<file path="config.mk">
export PLATFORM = sky130hd
export DESIGN_NAME = punc_debug_scanner_flat
export DESIGN_NICKNAME = d
export VERILOG_FILES = /design/src/rtl/punc_dbg_pkg.sv /design/src/rtl/punc_debug_scanner_if.sv /design/src/rtl/punc_dbg_outreg.sv /design/src/rtl/punc_debug_scanner.sv /design/src/flat_wrapper.sv
export SDC_FILE = /design/constraint.sdc
export NUM_CORES = 1
export LEC_CHECK = 0
export CAP_MARGIN = 30
export CORE_ASPECT_RATIO = 0.9
export CORE_MARGIN = 3
export CORE_UTILIZATION = 46
export DETAILED_ROUTE_END_ITERATION = 10
export PLACE_DENSITY = 0.77
export SETUP_SLACK_MARGIN = 0.5
export SKIP_CTS_REPAIR_TIMING = 1
export SLEW_MARGIN = 0
export SYNTH_ARGS = -nofsm -noshare
export SYNTH_HDL_FRONTEND = slang
export SYNTH_SLANG_ARGS = --single-unit
</file>
<file path="constraint.sdc">
create_clock -name clk -period 5.4 [get_ports clk]
set_clock_uncertainty 0.1 [all_clocks]
set_input_delay 0.81 -clock clk [delete_from_list [all_inputs] [get_ports clk]]
set_output_delay 0.81 -clock clk [all_outputs]
set_load 0.005 [all_outputs]
</file>
<file path="src/rtl/punc_dbg_pkg.sv">
// -----------------------------------------------------------------------------
// punc_dbg_pkg
// Shared types and constants for the PUnC debug-port scanner.
//   state_e  : scanner FSM states
//   TAG_*    : word-class codes carried on out_tag
//   NUM_RF   : number of PUnC general registers swept after the PC
// Optional build macro used by the scanner: PUNC_DBG_CHECKSUM_EN.
// -----------------------------------------------------------------------------
package punc_dbg_pkg;

  typedef enum logic [2:0] {
    IDLE = 3'd0,
    ADDR = 3'd1,
    CAP  = 3'd2,
    SEND = 3'd3,
    FIN  = 3'd4
  } state_e;

  localparam logic [1:0] TAG_PC   = 2'd0;
  localparam logic [1:0] TAG_RF   = 2'd1;
  localparam logic [1:0] TAG_MEM  = 2'd2;
  localparam logic [1:0] TAG_CSUM = 2'd3;

  localparam int NUM_RF = 8;

endpackage

</file>
<file path="src/rtl/punc_debug_scanner_if.sv">
// -----------------------------------------------------------------------------
// punc_debug_scanner_if
// Valid/ready output stream of the debug scanner.
//   out_valid : word valid (master -> slave)
//   out_ready : sink ready (slave -> master)
//   out_data  : 16-bit sampled word
//   out_tag   : word class (PC / register / memory / checksum)
//   out_last  : final word of a scan
// -----------------------------------------------------------------------------
interface punc_debug_scanner_if;
  logic        out_valid;
  logic        out_ready;
  logic [15:0] out_data;
  logic [1:0]  out_tag;
  logic        out_last;

  modport master (output out_valid, output out_data, output out_tag,
                  output out_last, input out_ready);
  modport slave  (input out_valid, input out_data, input out_tag,
                  input out_last, output out_ready);
endinterface

</file>
<file path="src/rtl/punc_dbg_outreg.sv">
// -----------------------------------------------------------------------------
// punc_dbg_outreg
// Single-entry valid/ready holding register for the scanner output stream.
//   clk, rst   : clock, synchronous active-high reset
//   load       : capture load_* and raise out_valid (only issued while empty)
//   load_data  : word to present
//   load_tag   : word class
//   load_last  : final-word marker
//   stream     : master side of the output stream
// Fields stay frozen while a word waits for out_ready.
// -----------------------------------------------------------------------------
import punc_dbg_pkg::*;

module punc_dbg_outreg (
  input  logic        clk,
  input  logic        rst,
  input  logic        load,
  input  logic [15:0] load_data,
  input  logic [1:0]  load_tag,
  input  logic        load_last,
  punc_debug_scanner_if.master stream
);

  // Holding register: reset drops any held word, load fills, handshake empties
  always_ff @(posedge clk) begin
    if (rst) begin
      stream.out_valid <= 1'b0;
      stream.out_data  <= 16'h0000;
      stream.out_tag   <= TAG_PC;
      stream.out_last  <= 1'b0;
    end else if (load) begin
      stream.out_valid <= 1'b1;
      stream.out_data  <= load_data;
      stream.out_tag   <= load_tag;
      stream.out_last  <= load_last;
    end else if (stream.out_valid && stream.out_ready) begin
      stream.out_valid <= 1'b0;
    end
  end

endmodule

</file>
<file path="src/rtl/punc_debug_scanner.sv">
// -----------------------------------------------------------------------------
// punc_debug_scanner
// Reader-side master for the PUnC debug port. On an accepted start it sweeps
// PC, R0..R7 and a memory window [mem_base, mem_base+mem_count) and emits each
// sampled word on a valid/ready stream.
//   clk, rst      : clock, synchronous active-high reset
//   start         : begin a scan (honoured only in IDLE)
//   mem_base      : first memory address (latched on accepted start)
//   mem_count     : memory words to dump, 0 = none (latched on accepted start)
//   busy, done    : scan in progress / one-cycle completion pulse
//   dbg_mem_addr  : drives PUnC mem_debug_addr
//   dbg_rf_addr   : drives PUnC rf_debug_addr
//   dbg_*_data    : PUnC debug read data (mem / rf / pc)
//   stream        : output word stream (master)
// Build macro PUNC_DBG_CHECKSUM_EN appends a tag-3 word holding the 16-bit sum
// of all preceding words of the scan; only that word carries out_last.
// -----------------------------------------------------------------------------
import punc_dbg_pkg::*;

module punc_debug_scanner #(
  parameter int CNT_W  = 16,
  parameter int ADDR_W = 16
) (
  input  logic              clk,
  input  logic              rst,
  input  logic              start,
  input  logic [ADDR_W-1:0] mem_base,
  input  logic [CNT_W-1:0]  mem_count,
  output logic              busy,
  output logic              done,
  output logic [ADDR_W-1:0] dbg_mem_addr,
  output logic [2:0]        dbg_rf_addr,
  input  logic [15:0]       dbg_mem_data,
  input  logic [15:0]       dbg_rf_data,
  input  logic [15:0]       dbg_pc_data,
  punc_debug_scanner_if.master stream
);

  state_e             state_r, next_s;
  logic [ADDR_W-1:0]  base_r;
  logic [CNT_W-1:0]   count_r;
  logic [1:0]         kind_r;       // class of the current item (tag encoding)
  logic [2:0]         rf_idx_r;
  logic [CNT_W-1:0]   off_r;
  logic               busy_r, done_r;
  logic [ADDR_W-1:0]  mem_addr_r;
  logic [2:0]         rf_addr_r;

  logic               hs_s, accept_s, advance_s, load_s, is_last_s;
  logic [1:0]         nxt_kind_s;
  logic [2:0]         nxt_rf_s;
  logic [CNT_W-1:0]   nxt_off_s;
  logic [15:0]        cap_data_s;

`ifdef PUNC_DBG_CHECKSUM_EN
  logic [15:0]        sum_r;
`endif

  assign hs_s = stream.out_valid & stream.out_ready;

  // FSM state register
  always_ff @(posedge clk) begin
    if (rst) begin
      state_r <= IDLE;
    end else begin
      state_r <= next_s;
    end
  end

  // FSM next state and per-cycle strobes
  always_comb begin
    next_s    = state_r;
    accept_s  = 1'b0;
    advance_s = 1'b0;
    load_s    = 1'b0;
    case (state_r)
      IDLE: begin
        if (start) begin
          accept_s = 1'b1;
          next_s   = ADDR;
        end else begin
          next_s   = IDLE;
        end
      end
      ADDR: next_s = CAP;
      CAP: begin
        load_s = 1'b1;
        next_s = SEND;
      end
      SEND: begin
        if (hs_s) begin
          if (stream.out_last) begin
            next_s = FIN;
          end else begin
            advance_s = 1'b1;
            next_s    = ADDR;
          end
        end else begin
          next_s = SEND;
        end
      end
      FIN:     next_s = IDLE;
      default: next_s = IDLE;
    endcase
  end

  // Item sequencing: successor of the current item, final-item flag, sample mux
  always_comb begin
    nxt_kind_s = kind_r;
    nxt_rf_s   = rf_idx_r;
    nxt_off_s  = off_r;
    is_last_s  = 1'b0;
    cap_data_s = 16'h0000;
    case (kind_r)
      TAG_PC: begin
        nxt_kind_s = TAG_RF;
        nxt_rf_s   = 3'd0;
        cap_data_s = dbg_pc_data;
      end
      TAG_RF: begin
        cap_data_s = dbg_rf_data;
        if (rf_idx_r == 3'(NUM_RF - 1)) begin
          if (count_r != {CNT_W{1'b0}}) begin
            nxt_kind_s = TAG_MEM;
            nxt_off_s  = {CNT_W{1'b0}};
          end else begin
`ifdef PUNC_DBG_CHECKSUM_EN
            nxt_kind_s = TAG_CSUM;
`else
            is_last_s  = 1'b1;
`endif
          end
        end else begin
          nxt_rf_s = rf_idx_r + 3'd1;
        end
      end
      TAG_MEM: begin
        cap_data_s = dbg_mem_data;
        // count_r is non-zero whenever a memory item exists
        if (off_r != count_r - CNT_W'(1)) begin
          nxt_off_s = off_r + CNT_W'(1);
        end else begin
`ifdef PUNC_DBG_CHECKSUM_EN
          nxt_kind_s = TAG_CSUM;
`else
          is_last_s  = 1'b1;
`endif
        end
      end
      default: begin
`ifdef PUNC_DBG_CHECKSUM_EN
        cap_data_s = sum_r;
        is_last_s  = 1'b1;
`else
        cap_data_s = 16'h0000;
        is_last_s  = 1'b1;
`endif
      end
    endcase
  end

  // Scan context, debug addresses and status outputs. Addresses for the next
  // item are registered on the handshake that leaves SEND, so they are stable
  // through both ADDR and CAP before the sample at the end of CAP.
  always_ff @(posedge clk) begin
    if (rst) begin
      base_r     <= {ADDR_W{1'b0}};
      count_r    <= {CNT_W{1'b0}};
      kind_r     <= TAG_PC;
      rf_idx_r   <= 3'd0;
      off_r      <= {CNT_W{1'b0}};
      busy_r     <= 1'b0;
      done_r     <= 1'b0;
      mem_addr_r <= {ADDR_W{1'b0}};
      rf_addr_r  <= 3'd0;
    end else begin
      done_r <= (state_r == SEND) && hs_s && stream.out_last;
      if (accept_s) begin
        base_r   <= mem_base;
        count_r  <= mem_count;
        busy_r   <= 1'b1;
        kind_r   <= TAG_PC;
        rf_idx_r <= 3'd0;
        off_r    <= {CNT_W{1'b0}};
      end
      if (advance_s) begin
        kind_r   <= nxt_kind_s;
        rf_idx_r <= nxt_rf_s;
        off_r    <= nxt_off_s;
        if (nxt_kind_s == TAG_RF) begin
          rf_addr_r <= nxt_rf_s;
        end
        if (nxt_kind_s == TAG_MEM) begin
          mem_addr_r <= base_r + ADDR_W'(nxt_off_s);
        end
      end
      if (state_r == FIN) begin
        busy_r <= 1'b0;
      end
    end
  end

`ifdef PUNC_DBG_CHECKSUM_EN
  // Running sum of emitted words, restarted by each accepted scan
  always_ff @(posedge clk) begin
    if (rst) begin
      sum_r <= 16'h0000;
    end else if (accept_s) begin
      sum_r <= 16'h0000;
    end else if (hs_s) begin
      sum_r <= sum_r + stream.out_data;
    end
  end
`endif

  assign busy         = busy_r;
  assign done         = done_r;
  assign dbg_mem_addr = mem_addr_r;
  assign dbg_rf_addr  = rf_addr_r;

  punc_dbg_outreg u_outreg (
    .clk       (clk),
    .rst       (rst),
    .load      (load_s),
    .load_data (cap_data_s),
    .load_tag  (kind_r),
    .load_last (is_last_s),
    .stream    (stream)
  );

endmodule

</file>
<file path="src/flat_wrapper.sv">
// flat-port wrapper written by rule: the top's interface ports become plain ports
module punc_debug_scanner_flat 
#(
  parameter int CNT_W  = 16,
  parameter int ADDR_W = 16
)
  (clk, rst, start, mem_base, mem_count, busy, done, dbg_mem_addr, dbg_rf_addr, dbg_mem_data, dbg_rf_data, dbg_pc_data, stream_out_valid, stream_out_data, stream_out_tag, stream_out_last, stream_out_ready);
  punc_debug_scanner_if stream_i ();
  input  logic clk;
  input  logic rst;
  input  logic start;
  input  logic [ADDR_W-1:0] mem_base;
  input  logic [CNT_W-1:0] mem_count;
  output logic busy;
  output logic done;
  output logic [ADDR_W-1:0] dbg_mem_addr;
  output logic [2:0] dbg_rf_addr;
  input  logic [15:0] dbg_mem_data;
  input  logic [15:0] dbg_rf_data;
  input  logic [15:0] dbg_pc_data;
  output wire logic [$bits(stream_i.out_valid)-1:0] stream_out_valid;
  output wire logic [$bits(stream_i.out_data)-1:0] stream_out_data;
  output wire logic [$bits(stream_i.out_tag)-1:0] stream_out_tag;
  output wire logic [$bits(stream_i.out_last)-1:0] stream_out_last;
  input wire logic [$bits(stream_i.out_ready)-1:0] stream_out_ready;
  assign stream_out_valid = stream_i.out_valid;
  assign stream_out_data = stream_i.out_data;
  assign stream_out_tag = stream_i.out_tag;
  assign stream_out_last = stream_i.out_last;
  assign stream_i.out_ready = stream_out_ready;
  punc_debug_scanner #(.CNT_W(CNT_W), .ADDR_W(ADDR_W)) u_core (.clk(clk), .rst(rst), .start(start), .mem_base(mem_base), .mem_count(mem_count), .busy(busy), .done(done), .dbg_mem_addr(dbg_mem_addr), .dbg_rf_addr(dbg_rf_addr), .dbg_mem_data(dbg_mem_data), .dbg_rf_data(dbg_rf_data), .dbg_pc_data(dbg_pc_data), .stream(stream_i));
endmodule
</file>
==> results.yml <==
floorplanning:
  die_width_um: 122
  area_of_the_die_um2: 13600
  chipHeight_um: 111
  boundary_pins: 125
  rows: 37
  initial_core_util_pct: 48.1
  coreArea_um2: 11700
global_routing:
  globalRouteMet1Util_pct: 34.5
  grt.met3_usage_pct: 4.74
  grt_antenna_before_repair: 0
  grt_start_max_net_pins: 102
  grt_pass1_vias: 5289
  grt_pass1_wl_um: 26800
  global_route.peak_usage_layer: "met2"
  grt.total_usage_pct: 24.3
  grt_overflow: 0
  grt_use_met2_pct: 37.9
timing:
  setup-tns-final_ns: 0
  timing.final.max_slew_violations: 0
  relative_slew_slack_pct: 30.8
  report.final.hold_viol_count: 0
  tightestPinTransition_ns: 1.04
  setup-violations-final: 0
  grt_setup_unrepaired: "true"
  layout_setup_ws_ns: 0.0884
  min_period_over_period_pct: 98.4
  fin_crit_ns: 5.31
  fmax_mhz: 188
power:
  power_mw: 1.75
  leakagePower_nw: 2.83
  powerDensity_nw_per_um2: 225
  vdd_drop_max_mv: 0.185
clock_tree:
  clockRootBuffer: "clkbuf_16"
  cts_tree: "yes"
  htree_num_levels: 3
  clkSinkCount: 97
  cts_inserted_buffers: 9
  clock_tree.buffer_depth: 2
  clock_insertion_delay_at_the_later_pin_of_the_skew_report_ns: 0.35
  cts.reportedPaths.clkPinSlew_ns: 0.07
worst_hold_path:
  worst_hold_path_type: "flip-flop to flip-flop"
  worst_min_path_start: "u_core.u_outreg.stream.out_tag[0]"
  worstHoldEndpoint: "u_core.u_outreg.stream.out_tag[0]"
  holdPathStages: 2
logic_synthesis:
  edff_count_synth: 0
  yosysWarnings: 0
  mappedNetlistArea_um2: 5610
  asyncSetResetFlopFracSynth_pct: 0
  synthesized_netlist_net_count: 824
  yosys_register_bits: 97
  ys_seq_area_share_pct: 34.6
  ys_dominant_reg_cell: "dfxtp_1"
  postSynthAreaPerCell_um2: 7.83
  syn_inst: 717
  synthDistinctLibCells: 71
critical_path:
  ff2ff_setup_slack_ns: 0.09
  setup.worst_path.start_class: "flip-flop"
  crit_path_cell_trace: "inv_4 > ha_4 > or4b_4 > o31a_1 > buf_4 > a211oi_2 > or3b_4 > a2111oi_4 > buf_6 > buf_12 > buf_6 > nor4_4 > nand3_2 > o31ai_4 > ha_4 > a21o_1 > a21o_1 > a21oi_4 > a31oi_4 > o41ai_4 > nand2b_4 > nor3b_1 > o22ai_1 > nand3_1"
  regToRegStartpoint: "u_core.count_r[1]"
  slowest_delay_ns: 0.50
  regToRegEndpoint: "u_core.dbg_mem_addr[15]"
  timing.critical_path.to_type: "flip-flop"
  timing.critical_path.required_ns: 5.53
  worstSetupPathType: "flip-flop to flip-flop"
  critical_path_peak_fanout: 7
  cp_data_arrival_time_ns: 5.44
  slowest_stage: "or4b_4"
  r2r_cells: 24
final_layout:
  finalNonFillerCells: 992
  flow.area_growth_from_synthesis_pct: 38.3
  fin_nets: 939
  commonest_cells_after_routing_fill_and_taps_aside: "clkdlybuf4s50_1 (123), nand2_1 (99), dfxtp_1 (94)"
  postLayoutCellArea_um2: 7760
  drive_above_1_share_pct: 12.4
  insertedDiodeCount: 0
  final_common_cell: "clkdlybuf4s50_1"
place:
  detailedPlacementHpwl_um: 12200
  gp_routability_congestion: 0.901
  preCtsSetupSlack_ns: 0.0247
  postPlaceCellArea_um2: 6980
  placement.io_buffers: 124
  place.detailed.instances: 957
route:
  remaining_drc_errors: 0
  wl_per_cell_um: 17.9
  drt-vias-per-instance: 5.89
  detail_route.wirelength_um: 17800
  detail_route.first_pass.iterations: 8
  detail-route-antenna-nets: 0
  dr_total_vias: 5840
  drt_iter0_drc: 551
run:
  drv.max_cap_violation_count: 0
run_status:
  outcome: "finished clean"
==> cells by family (layout without fill, tap and decap cells) <==
group                    Yosys count  count (layout)  share of synthesized area (%)
AND/OR/NAND/NOR                  283             283                           24.6
AO/OA/AOI/OAI                    198             198                           23.2
flip-flops                        97              97                           34.6
buffers and inverters             73             192                           5.35
XOR/XNOR                          33              33                           5.15
adder cells (fa/ha/maj)           23              23                           5.26
multiplexers                      10              10                           1.81
==> per-stage QoR <==
step,util (%),hold WS (ns)
2_1_floorplan,-,0.341
3_3_place_gp,59.6,0.347
3_5_place_dp,59.9,0.348
4_1_cts,62.5,0.357
5_1_grt,66.5,0.395
6_report,66.5,0.353
==> sequential cells by signal, indices dropped and copies added, names as in the netlist <==
name                              count
u_core.done                           1
u_core.u_outreg.stream.out_last       1
u_core.dbg_rf_addr                    3
u_core.rf_idx_r                       3
u_core.count_r                       16
u_core.state_r                        3
u_core.u_outreg.stream.out_data      16
u_core.base_r                        16
u_core.u_outreg.stream.out_valid      1
u_core.busy                           1
u_core.kind_r                         2
u_core.off_r                         16
u_core.u_outreg.stream.out_tag        2
u_core.dbg_mem_addr                  16
==> worst max-delay path, delay by kind of cell, from the launching register on <==
family                   cells  cell delay [ns]
AO/OA/AOI/OAI               10             2.18
adder cells (fa/ha/maj)      2             0.43
buffers and inverters        5             0.58
flip-flops                   1             0.37
AND/OR/NAND/NOR              7             1.54
==> routing by layer <==
| layer | up-vias | share of wire [%] |
|---|---|---|
| li1 | 2815 | - |
| met1 | 2784 | 46 |
| met2 | 221 | 47 |
| met3 | 20 | 6.0 |
| met4 | 0 | 1.1 |
| met5 | - | 0 |
==> cell usage after synthesis (4+ instances only) <==
cell | n | area, µm²
or4_1 | 4 | 30.0
clkbuf_1 | 42 | 158
a222oi_1 | 16 | 160
nand4_1 | 4 | 25.0
nor4b_1 | 6 | 52.6
mux2i_1 | 9 | 90.1
a31oi_1 | 8 | 50.1
nand3_1 | 30 | 150
nor2_1 | 58 | 218
nand2_1 | 99 | 372
o21ai_1 | 9 | 45.0
ha_1 | 22 | 275
xnor2_1 | 24 | 210
a21oi_1 | 92 | 460
o21bai_1 | 5 | 37.5
o31ai_1 | 4 | 30.0
a21o_1 | 11 | 82.6
dfxtp_1 | 97 | 1940
inv_1 | 22 | 82.6
o21ai_0 | 13 | 65.1
or3_1 | 16 | 100
nor4_1 | 8 | 50.1
xor2_1 | 9 | 78.8
nor3_1 | 30 | 150
==> worst max-delay path by stage <==
stage | depth (start not counted) | end | startpoint | slack (ns)
CTS | 21 | u_core.dbg_mem_addr[10] | u_core.count_r[0] | -0.01
global route | 24 | u_core.dbg_mem_addr[15] | u_core.count_r[1] | -0.03
detailed placement | 21 | u_core.dbg_mem_addr[10] | u_core.count_r[0] | 0.02
floorplan | 21 | u_core.dbg_mem_addr[14] | u_core.count_r[3] | 0.50
global placement | 19 | u_core.dbg_mem_addr[15] | u_core.count_r[0] | 0.20
finish | 24 | u_core.dbg_mem_addr[15] | u_core.count_r[1] | 0.09
==> cell type report <==
cell class                      instances  area (µm²)
Tap cell                              156         195
Clock buffer                           10         229
Inverter                               23        88.8
Multi-Input combinational cell        547        3700
Fill cell                             971        3910
Sequential cell                        97        1950
Clock inverter                          5        81.3
Timing Repair Buffer                  154        1510
==> report_power, final <==
part | leakage [nW] | total, mW | internal (mW) | switching (mW)
clock | 0.149 | 0.678 | 0.403 | 0.274
sequential | 0.789 | 0.769 | 0.741 | 0.0285
combinational | 1.89 | 0.299 | 0.158 | 0.142
No activity file was read; power rests on OpenSTA's default activity.
